## src/rtl/mul.sv

```systemverilog
// Registered 4x4 unsigned shift-and-add multiplier (IDLE/RUN/DONE).
// Optional macro MUL_EARLY_EXIT_EN: finish as soon as the remaining multiplier bits are zero.
module mul (
    input  logic       clk,
    input  logic       rst,
    input  logic       ld,
    input  logic [3:0] a,
    input  logic [3:0] b,
    output logic [7:0] ra,
    output logic [7:0] rb,
    output logic [3:0] ry,
    output logic [2:0] cnt,
    output logic       done
);

    localparam int unsigned OP_W   = 4;
    localparam int unsigned PROD_W = 2 * OP_W;
    localparam int unsigned CNT_W  = 3;
    localparam logic [CNT_W-1:0] LAST_STEP = CNT_W'(OP_W - 1);

    typedef enum logic [1:0] {
        IDLE = 2'd0,
        RUN  = 2'd1,
        DONE = 2'd2
    } state_t;

    state_t            state_q, state_d;
    logic [PROD_W-1:0] ra_q, ra_d;
    logic [PROD_W-1:0] rb_q, rb_d;
    logic [OP_W-1:0]   ry_q, ry_d;
    logic [CNT_W-1:0]  cnt_q, cnt_d;
    logic              done_q, done_d;

    // Next-state: load wins in every state; RUN performs one shift-and-add step per edge.
    always_comb begin
        state_d = state_q;
        ra_d    = ra_q;
        rb_d    = rb_q;
        ry_d    = ry_q;
        cnt_d   = cnt_q;
        done_d  = done_q;

        if (ld) begin
            state_d = RUN;
            ra_d    = '0;
            rb_d    = {OP_W'(0), a};
            ry_d    = b;
            cnt_d   = '0;
            done_d  = 1'b0;
        end else begin
            case (state_q)
                RUN: begin
`ifdef MUL_EARLY_EXIT_EN
                    if (ry_q == '0) begin
                        state_d = DONE;
                        done_d  = 1'b1;
                    end else begin
`else
                    begin
`endif
                        if (ry_q[0]) begin
                            ra_d = ra_q + rb_q;
                        end
                        rb_d  = rb_q << 1;
                        ry_d  = ry_q >> 1;
                        cnt_d = cnt_q + CNT_W'(1);
                        if (cnt_q == LAST_STEP) begin
                            state_d = DONE;
                            done_d  = 1'b1;
                        end
                    end
                end
                default: begin
                end
            endcase
        end
    end

    always_ff @(posedge clk or negedge rst) begin
        if (!rst) begin
            state_q <= IDLE;
            ra_q    <= '0;
            rb_q    <= '0;
            ry_q    <= '0;
            cnt_q   <= '0;
            done_q  <= 1'b0;
        end else begin
            state_q <= state_d;
            ra_q    <= ra_d;
            rb_q    <= rb_d;
            ry_q    <= ry_d;
            cnt_q   <= cnt_d;
            done_q  <= done_d;
        end
    end

    assign ra   = ra_q;
    assign rb   = rb_q;
    assign ry   = ry_q;
    assign cnt  = cnt_q;
    assign done = done_q;

endmodule
```

## config.mk

```make
export PLATFORM = sky130hd
export DESIGN_NAME = mul
export DESIGN_NICKNAME = d
export VERILOG_FILES = /design/src/rtl/mul.sv
export SDC_FILE = /design/constraint.sdc
export NUM_CORES = 1
export LEC_CHECK = 0
export ABC_AREA = 1
export CORE_AREA = 2 2 57 59
export CTS_CLUSTER_SIZE = 10
export DETAILED_ROUTE_END_ITERATION = 12
export DIE_AREA = 0 0 59 61
export GPL_TIMING_DRIVEN = 0
export PLACE_DENSITY = 0.74
export SLEW_MARGIN = 20
export SYNTH_ARGS = -nofsm -noshare
export SYNTH_HDL_FRONTEND = slang
export SYNTH_SLANG_ARGS = --single-unit
```

## constraint.sdc

```tcl
create_clock -name clk -period 2 [get_ports clk]
set_input_delay 0.2 -clock clk [delete_from_list [all_inputs] [get_ports clk]]
set_output_delay 0.2 -clock clk [all_outputs]
set_load 0.05 [all_outputs]
```

[After elaboration in Yosys (flattened, before gate mapping)]
Index checks and enable logic that the tools add are counted.
Storage, ports and cells
  output and inout port bits: 24
  word-level logic and storage cells: 30
  register bits after elaboration: 26
  input bits: 11
Operators by class
  reductions and logical operators: 5
  eq/ne operators: 2
  add/subtract/negate cells: 2
  mux-type cells: 15
Operators by type and width (count)
  two-way mux 8 bit: 5
  adder 8 bit: 1
  two-way mux 4 bit: 2
  two-way mux 2 bit: 3
  two-way mux 3 bit: 2
  nonzero test 2 bit: 3
  AND reduction 2 bit: 2
  adder 3 x 1 -> 3 bit, second input constant: 1
  equality test 3 x 2 -> 1 bit, second input constant: 1
  two-way mux 1 bit: 3
  equality test 2 x 1 -> 1 bit, second input constant: 1

[Logic depth before layout (Yosys ltp)]
Gate-level depths: netlist of the first run.
  depth after elaboration: 4
  gate-level depth with buffers: 9
  mapped depth without buffers: 9

[Worst setup path after synthesis of the first run]
No wires, ideal clock.
  path kind: reg2reg
  start point: register ra_q[0], in the netlist ra[0]
  end point: register ra_q[6], in the netlist ra[6]
  setup time: 0.118 ns
  path buffers: 0
  required time: 1.882 ns
  cell stages (with the launch flop): 9
  period minus slack after synthesis: 1.785 ns
  slack: 0.215 ns
  arrival time: 1.667 ns
  cell sequence: dfrtp_1 -> ha_1 -> fa_1 -> nand3_1 -> nand2_1 -> nand2_1 -> nand3_1 -> nand3_1 -> nand2_1
On the way
  word-level cells in the longest chain between the ends: 4
Ends and longest elaborated chain
  start, declared: line 28  | logic [PROD_W-1:0] ra_q, ra_d;
  start signal, assigned: line 89  | ra_q <= ra_d;
  adder 8 bit: line 62  | ra_d = ra_q + rb_q;
  two-way mux 8 bit: line 61  | if (ry_q[0]) begin
  two-way mux 8 bit: line 51  | case (state_q)
  two-way mux 8 bit: line 43  | if (ld) begin
Every way passes these cells. The select of a mux whose other input is x is not followed.
A chain may end at the register's enable or synchronous reset.

[Final worst setup path of the first run]
  start point: register rb_q[1], in the netlist rb[1]
  end point: output port rb[1]
RTL lines
  start, declared: line 29  | logic [PROD_W-1:0] rb_q, rb_d;
  start signal, assigned: line 90  | rb_q <= rb_d;
  end, declared: line 10  | output logic [7:0] rb,
No word-level cell between the ends.

==> results of run 1 <==
==> where the power goes <==
part | switching (W) | internal (W)
sequential | 0.000102 | 0.000607
combinational | 0.000669 | 0.000348
clock | 0.000161 | 0.0000785
total | 0.000932 | 0.00103
==> routing by layer <==
metal | up-vias | part of all wire | GRT usage
li1 | 577 | - | -
met1 | 559 | 0.44 | 0.248
met2 | 37 | 0.49 | 0.325
met3 | 8 | 0.045 | 0.0384
met4 | 0 | 0.022 | 0.0974
met5 | - | 0 | 0
==> state kept, by name (all words and copies together), names as in the netlist <==
name	cells
ra	8
rb	8
ry	4
cnt	3
done	1
state_q	1
==> kinds of logic after synthesis <==
| group | Yosys count | share of synthesized area |
|---|---|---|
| xor+xnor | 3 | 0.0199 |
| mux | 1 | 0.00758 |
| simple gates | 61 | 0.194 |
| compound gates | 27 | 0.127 |
| fa+ha+maj | 10 | 0.100 |
| flops | 25 | 0.473 |
| buf+inv | 25 | 0.0776 |
==> cell usage in the layout (no fill, tap or decap), types with 3 or more instances in the layout <==
master / count
a21oi_1: 7
a22o_1: 3
a22oi_1: 4
clkbuf_4: 3
clkdlybuf4s50_1: 33
dfrtp_1: 25
ha_1: 9
inv_1: 20
inv_2: 3
nand2_1: 43
nand3_1: 12
nor2_1: 3
o21ai_0: 8
==> final cells by class <==
cell class / count / area share
buffer: 2 / 0.00938
clock buffer: 4 / 0.0152
inverter: 23 / 0.0498
multi-input combinational: 102 / 0.342
sequential: 25 / 0.361
tap: 33 / 0.0238
timing repair buffer: 35 / 0.199
==> final timing paths <==
path,slack (ns),endpoint,cells past startpoint
min reg2reg,0.53,ra[6]$_DFFE_PN0P_,2
min in group clk,0.42,rb[0]$_DFFE_PN0P_,3
max in group asynchronous,1.25,ra[3]$_DFFE_PN0P_,2
min,0.36,done$_DFFE_PN0P_,2
max reg2reg,0.29,ra[6]$_DFFE_PN0P_,8
max,0.14,rb[1],1
==> through the flow <==
stage,hold WS [ns],instance area [sq um]
3_3_place_gp,0.480,1700
4_1_cts,0.390,1730
6_report,0.365,1730
5_1_grt,0.409,1730
3_5_place_dp,0.232,1700
2_1_floorplan,-0.0956,1320
==> results.md, run 1 <==
* Status: finished clean
* Netlist cell types at 22
* Synth top cells by count: 43 x nand2_1, 25 x dfrtp_1, 20 x inv_1
* Total power at 0.00197 W
* Yosys warnings at 0
* Post-synth EDFFs at 0
* Leading area contributor after synthesis: dfrtp_1
* Most used DFF post-synth: dfrtp_1
* CTS tree: yes
* Final Non-Filler Cells at 224
* Hold_buf cts at 1
* Worst stage delay on the critical path at 0.85 ns
* Arr. time, crit path at 1.66 ns
* Mapped cell area at 1320 sq um
* Maxcap violations at 0
* Skew final at 0.00669 ns
* Drt initial violations at 42
* CTS max path bufs at 2
* Area of the multi-input gates at 593 sq um
* Core box area at 2950 sq um
* Syn avg cell area at 8.69 sq um
* Critical Path RT at 1.80 ns
* First-pass GRT wire length at 5270 microns
* Placed insts at 219
* Placer Congestion at 0.836
* Synth async-reset ratio at 1.00
* Maximum vdd drop at 472 uV
* CP startpoint: rb[1]$_DFFE_PN0P_
* Die Y at 61 microns
* Final #Nets at 213
* Setup bufs post-CTS at 0
* Fin. Hold Viols at 0
* Post-Syn Nets at 173
* H-tree depth at 1
* Die ar. at 3600 sq um
* Synth-to-Final Area Change at 31.2%
* Fmax at 536 MHz
* DP Worst Slack at 0.331 ns
* Fill count at 285
* Lkg Pwr at 0.896 nW
* Layout cells sized above 1 at 0.0628
* Setup Total Neg Slack at 0 ns
* Post-Syn Instances at 152
* Ports at 35
* TritonRoute pass-1 iters at 4
* Initial antenna violation count at 0
* Synth top area cells: dfrtp_1 47%, nand2_1 12%, ha_1 8.5%
* CP top delay family: buffers and inverters
* Crit end category: output port
* Vias after detailed routing at 1181
* Pin count of the biggest net entering global routing at 26
* Clk root buf: clkbuf_4
* Slowest CP cell: clkdlybuf4s50_1
* CP Buf/Inv Count at 1
* Clock Sinks at 25
* CP Launch Type: register
* Seq cells post-synth at 25
* Tightest Hold Check Type: primary input to async pin
* Unrepaired setup endpoints after global routing: no
* Pwr/cell area at 1130 nW/um^2
* DRC viols at 0
* Slew headroom at 0.625
* Post-route core utilization at 0.587
* Die width at 59 microns
* All-layer global routing usage at 0.197
* Routed WL at 3080 microns
* Slew Viols, Final at 0
* Ant. Diodes at 0
* Reg2reg start: ra[0]$_DFFE_PN0P_
* Post-CTS resize count at 0
* Register area at 626 sq um
* Synth top area share at 0.473
* Worst setup slack after layout at 0.136 ns
* Global route overflow at 0
* Cell Rows at 20
* Period utilization at 0.932
* Post-route antenna net violation count at 0
* Via density at 5.27
* Initial Utilization at 0.447
* HPWL after detailed placement at 2260 microns
* Clock-pin slew on the worst setup and hold paths at 0.14 ns
* Most frequent cell after synthesis: nand2_1
* CP cell instances: clkdlybuf4s50_1
* Worst Path Max Fanout at 5
* CP Class: register to output port
* Fin crit period at 1.86 ns
* Worst Tran Pin Value at 0.562 ns
* PortBufs at 34
* Clock buffer count from CTS at 3
* Drt wl/cell at 13.7 microns
* Final Setup Violations at 0
* Sequential area share after synthesis at 0.473
* Vias in the first global route at 1175
* Worst-Skew Late Latency at 0.33 ns
Note: power is estimated with default switching activity, not from simulation.
==> run 2, diff against run 1 <==
SLEW_MARGIN = not set   (was 20)
==> results.md, run 2 (same netlist as run 1, synthesis figures left out) <==
* Die Y at 61 microns (unchanged)
* Hold_buf cts at 0 (-1)
* Worst Tran Pin Value at 1.12 ns (+0.554 ns)
* Slowest CP cell: clkdlybuf4s50_1
* Final Setup Violations at 0 (unchanged)
* CP Buf/Inv Count at 1 (unchanged)
* Post-route antenna net violation count at 0 (unchanged)
* Fin. Hold Viols at 0 (unchanged)
* Post-CTS resize count at 0 (unchanged)
* Arr. time, crit path at 1.65 ns (about the same)
* Fmax at 540 MHz (+0.64%)
* Worst stage delay on the critical path at 0.86 ns (about the same)
* Vias in the first global route at 1187 (+1.0%)
* CP cell instances: clkdlybuf4s50_1
* Via density at 5.28 (+0.19%)
* First-pass GRT wire length at 5150 microns (-2.2%)
* PortBufs at 34 (unchanged)
* Setup Total Neg Slack at 0 ns (unchanged)
* Status: finished clean
* Synth-to-Final Area Change at 30.9%
* Metal2 WL at 1500 microns (-0.80%)
* Sequential power share at 0.362 (about the same)
* Cell Rows at 20 (unchanged)
* Clock-pin slew on the worst setup and hold paths at 0.13 ns (about the same)
* Initial Utilization at 0.447 (unchanged)
* Drt initial violations at 49 (+17%)
* Clock buffer count from CTS at 3 (unchanged)
* Fin crit period at 1.85 ns (-0.0119 ns)
* Sw power at 0.000919 W (-1.4%)
* CP top delay family: buffers and inverters
* R2R cell count at 8 (unchanged)
* Gate power share at 0.520 (+0.003)
* Core box area at 2950 sq um (unchanged)
* Initial antenna violation count at 0 (unchanged)
* CP Class: register to output port
* Layout cells sized above 1 at 0.0579 (-0.00493)
* Slew headroom at 0.253 (-0.372)
* Total power at 0.00195 W (-0.69%)
* Final #Nets at 212 (-0.47%)
* Hold path cells at 3
* Worst Hold Launch: a[0]
* Slew Viols, Final at 0 (unchanged)
* Met1 Wirelength at 1310 microns (-4.2%)
* Hold endpoint: rb[0]$_DFFE_PN0P_
* Routed WL at 3010 microns (-2.1%)
* Clock Sinks at 25 (unchanged)
* Commonest non-fill, non-tap cells in the layout: 43 x nand2_1, 34 x clkdlybuf4s50_1, 25 x dfrtp_1
* Fill count at 280 (-1.8%)
* CP Launch Type: register
* Reg2reg start: ra[0]$_DFFE_PN0P_
* CTS tree: yes
* Maxcap violations at 0 (unchanged)
* Die width at 59 microns (unchanged)
* Ports at 35 (unchanged)
* Sw frac at 0.471 (-0.00341)
* Drt wl/cell at 13.5 microns (-1.7%)
* Crit end category: output port
* Top Metal Used: met4
* Vias after detailed routing at 1178 (-0.25%)
* R2r setup slk at 0.29 ns (about the same)
* R2r endpoint: ra[6]$_DFFE_PN0P_
* Period utilization at 0.926 (-0.00596)
* Lkg Pwr at 0.892 nW (-0.47%)
* Pint at 0.00103 W (about the same)
* Pin count of the biggest net entering global routing at 26 (unchanged)
* TritonRoute pass-1 iters at 4 (unchanged)
* Maximum vdd drop at 507 uV (+7.4%)
* CTS max path bufs at 2 (unchanged)
* HPWL after detailed placement at 2260 microns (-0.12%)
* Pwr/cell area at 1130 nW/um^2 (-0.40%)
* Worst-Skew Late Latency at 0.32 ns (about the same)
* Placer Congestion at 0.836 (unchanged)
* Cell area after layout at 1730 sq um (-0.29%)
* Unrepaired setup endpoints after global routing: no
* Routed wl met3 at 139 microns (-0.71%)
* Tightest Hold Check Type: primary input to register
* Die ar. at 3600 sq um (unchanged)
* Ant. Diodes at 0 (unchanged)
* Most common library cell in the layout ignoring fill and taps: nand2_1
* Skew final at 0.00353 ns (-0.00316 ns)
* Clk root buf: clkbuf_4
* Worst Path Max Fanout at 5 (unchanged)
* DP Area at 1700 sq um (+0.29%)
* Global route overflow at 0 (unchanged)
* Critical Path RT at 1.80 ns (about the same)
* Clock Power Share at 0.118 (-0.004)
* All-layer global routing usage at 0.192 (-0.00532)
* H-tree depth at 1 (unchanged)
* DRC viols at 0 (unchanged)
* Setup bufs post-CTS at 0 (unchanged)
## run 2: changes by cell type in the layout (fill, tap and decap cells not counted)
cell / before / now
dlygate4sd3_1: 1 / 0
clkdlybuf4s50_1: 33 / 34
buf_2: 2 / 1
## run 2: power groups by stage
| stage | clock network, W | logic [W] | registers, W |
|---|---|---|---|
| detailed placement | 0 | 0.00102 | 0.000717 |
| global placement | 0 | 0.000991 | 0.000713 |
| CTS | 0.000238 | 0.00102 | 0.000709 |
| global route | 0.000259 | 0.00109 | 0.000726 |
| floorplan | 0 | 0.000344 | 0.00105 |
| finish | 0.000230 | 0.00101 | 0.000708 |
## run 2: cell type report
cell class,count,area (sq um),share of cell area
Multi-Input combinational cell,102,593,0.343
Sequential cell,25,626,0.362
Buffer,2,16.3,0.00941
Inverter,23,86.3,0.0499
Tap cell,33,41.3,0.0239
Clock buffer,4,26.3,0.0152
Timing Repair Buffer,34,340,0.197
## run 2: how the worst max path moves through the flow
stage                            from           endpoint  slack [ns]  cells after the start
finish              rb[1]$_DFFE_PN0P_              rb[1]        0.15                      1
global route        rb[1]$_DFFE_PN0P_              rb[1]         0.1                      1
CTS                 rb[1]$_DFFE_PN0P_              rb[1]        0.14                      1
detailed placement  ra[0]$_DFFE_PN0P_  ra[6]$_DFFE_PN0P_        0.33                      8
global placement    ra[0]$_DFFE_PN0P_  ra[6]$_DFFE_PN0P_        0.40                      8
floorplan           ra[0]$_DFFE_PN0P_  ra[6]$_DFFE_PN0P_        0.22                      8
## run 2: routing by layer
metal | global-route usage | vias up
met5 | 0 | -
met4 | 0.0974 | 0
met3 | 0.0405 | 8
met2 | 0.319 | 36
met1 | 0.236 | 556
li1 | - | 578
## run 2: per-stage QoR
step	setup WS [ns]	cells	hold WS, ns	utilization
3_3_place_gp	0.402	219	0.480	0.577
4_1_cts	0.141	223	0.420	0.586
5_1_grt	0.0988	223	0.446	0.586
6_report	0.148	223	0.425	0.586
2_1_floorplan	0.215	152	-0.0956	-
3_5_place_dp	0.331	219	0.499	0.577
==> run 3, diff against run 2 <==
MAX_ROUTING_LAYER = met4   (was not set)
==> results.md, run 3 (same netlist as run 1, synthesis figures left out) <==
* Fill count at 280 (unchanged)
* Fmax at 541 MHz (+0.18%)
* Initial antenna violation count at 0 (unchanged)
* Slowest CP cell: clkdlybuf4s50_1
* Drt initial violations at 54 (+10%)
* Via density at 5.30 (+0.34%)
* First-pass GRT wire length at 5150 microns (unchanged)
* R2r setup slk at 0.30 ns (about the same)
* Hold_buf cts at 0 (unchanged)
* Layout cells sized above 1 at 0.0579 (unchanged)
* HPWL after detailed placement at 2260 microns (unchanged)
* CTS max path bufs at 2 (unchanged)
* Crit end category: output port
* Maxcap violations at 0 (unchanged)
* Die Y at 61 microns (unchanged)
* Tightest Hold Check Type: primary input to register
* Worst stage delay on the critical path at 0.85 ns (about the same)
* Initial Utilization at 0.447 (unchanged)
* All-layer global routing usage at 0.198 (+0.00624)
* Worst-Skew Late Latency at 0.32 ns (about the same)
* Clock buffer count from CTS at 3 (unchanged)
* Clk root buf: clkbuf_4
* CTS tree: yes
* Vias in the first global route at 1188 (+0.084%)
* Register area at 626 sq um (unchanged)
* Final #Nets at 212 (unchanged)
* Area of the multi-input gates at 593 sq um (unchanged)
* Slew headroom at 0.260 (+0.00696)
* Core box area at 2950 sq um (unchanged)
* Pwr/cell area at 1130 nW/um^2 (about the same)
* Clock-pin slew on the worst setup and hold paths at 0.13 ns (about the same)
* DP Area at 1700 sq um (unchanged)
* Met1 Wirelength at 1310 microns (+0.46%)
* Post-CTS resize count at 0 (unchanged)
* Final Setup Violations at 0 (unchanged)
* Global route overflow at 0 (unchanged)
* Most common library cell in the layout ignoring fill and taps: nand2_1
* Post-route antenna net violation count at 0 (unchanged)
* Metal2 WL at 1480 microns (-0.87%)
* Cell Rows at 20 (unchanged)
* Maximum vdd drop at 507 uV (about the same)
* DRC viols at 0 (unchanged)
* Worst Path Max Fanout at 5 (unchanged)
* Status: finished clean
* PortBufs at 34 (unchanged)
* Routed WL at 3020 microns (+0.33%)
* Clock Sinks at 25 (unchanged)
* Fin crit period at 1.85 ns (-0.00341 ns)
* Die ar. at 3600 sq um (unchanged)
* Placer Congestion at 0.849 (+1.5%)
* H-tree depth at 1 (unchanged)
* Ant. Diodes at 0 (unchanged)
* Unrepaired setup endpoints after global routing: no
* Worst Tran Pin Value at 1.11 ns (-0.0104 ns)
* Routed wl met3 at 155 microns (+12%)
* Setup Total Neg Slack at 0 ns (unchanged)
* CP cell instances: clkdlybuf4s50_1
* CP top delay family: buffers and inverters
* Critical Path RT at 1.80 ns (about the same)
* TritonRoute pass-1 iters at 4 (unchanged)
* CP Buf/Inv Count at 1 (unchanged)
* Worst setup slack after layout at 0.151 ns (+0.00341 ns)
* Slew Viols, Final at 0 (unchanged)
* Vias after detailed routing at 1182 (+0.34%)
* Arr. time, crit path at 1.65 ns (about the same)
* Setup bufs post-CTS at 0 (unchanged)
* Cell area after layout at 1730 sq um (unchanged)
* Commonest non-fill, non-tap cells in the layout: 43 x nand2_1, 34 x clkdlybuf4s50_1, 25 x dfrtp_1
* Synth-to-Final Area Change at 30.9% (unchanged)
* Pin count of the biggest net entering global routing at 26 (unchanged)
* CP Launch Type: register
* Ports at 35 (unchanged)
* Drt wl/cell at 13.6 microns (+0.33%)
* Lkg Pwr at 0.892 nW (unchanged)
* Top Metal Used: met4
* CP Class: register to output port
* Period utilization at 0.925 (-0.00171)
* Skew final at 0.00333 ns (-0.000194 ns)
* DP Worst Slack at 0.331 ns (unchanged)
* Die width at 59 microns (unchanged)
* Fin. Hold Viols at 0 (unchanged)
==> run 3: cell counts in the layout (fill, tap and decap cells not counted) <==
Identical to the previous run, type by type.
==> run 3: metrics by stage <==
step	total power, W	util	hold slack, ns	instances
5_1_grt	0.00208	0.586	0.446	223
2_1_floorplan	0.00139	-	-0.0956	152
4_1_cts	0.00197	0.586	0.420	223
3_3_place_gp	0.00170	0.577	0.480	219
3_5_place_dp	0.00173	0.577	0.499	219
6_report	0.00195	0.586	0.426	223
==> run 3: worst paths after layout <==
check / start / endpoint / cells past startpoint
min in group asynchronous: rst / ry[3]$_DFFE_PN0P_ / 1
worst min register to register: ra[6]$_DFFE_PN0P_ / ra[6]$_DFFE_PN0P_ / 2
max in group asynchronous: rst / ra[6]$_DFFE_PN0P_ / 1
worst max-delay path: rb[1]$_DFFE_PN0P_ / rb[1] / 1
worst max register to register: ra[0]$_DFFE_PN0P_ / ra[6]$_DFFE_PN0P_ / 8
worst min-delay path: a[0] / rb[0]$_DFFE_PN0P_ / 3
==> run 3: power by group <==
part	leakage (nW)	internal (W)	switching [W]	total, W
clock	0.0150	0.0000782	0.000151	0.000229
sequential	0.326	0.000607	0.000100	0.000707
combinational	0.551	0.000348	0.000669	0.00102
==> run 3: final cells by class <==
cell class / count / share of cell area
buffer: 2 / 0.00941
inverter: 23 / 0.0499
sequential: 25 / 0.362
clock buffer: 4 / 0.0152
tap: 33 / 0.0239
multi-input combinational: 102 / 0.343
timing repair buffer: 34 / 0.197
==> run 3: per-layer routing <==
metal,global-route usage,up-vias
li1,-,580
met1,0.238,552
met2,0.319,42
met3,0.0384,8
met4,0.0974,0
met5,-,-
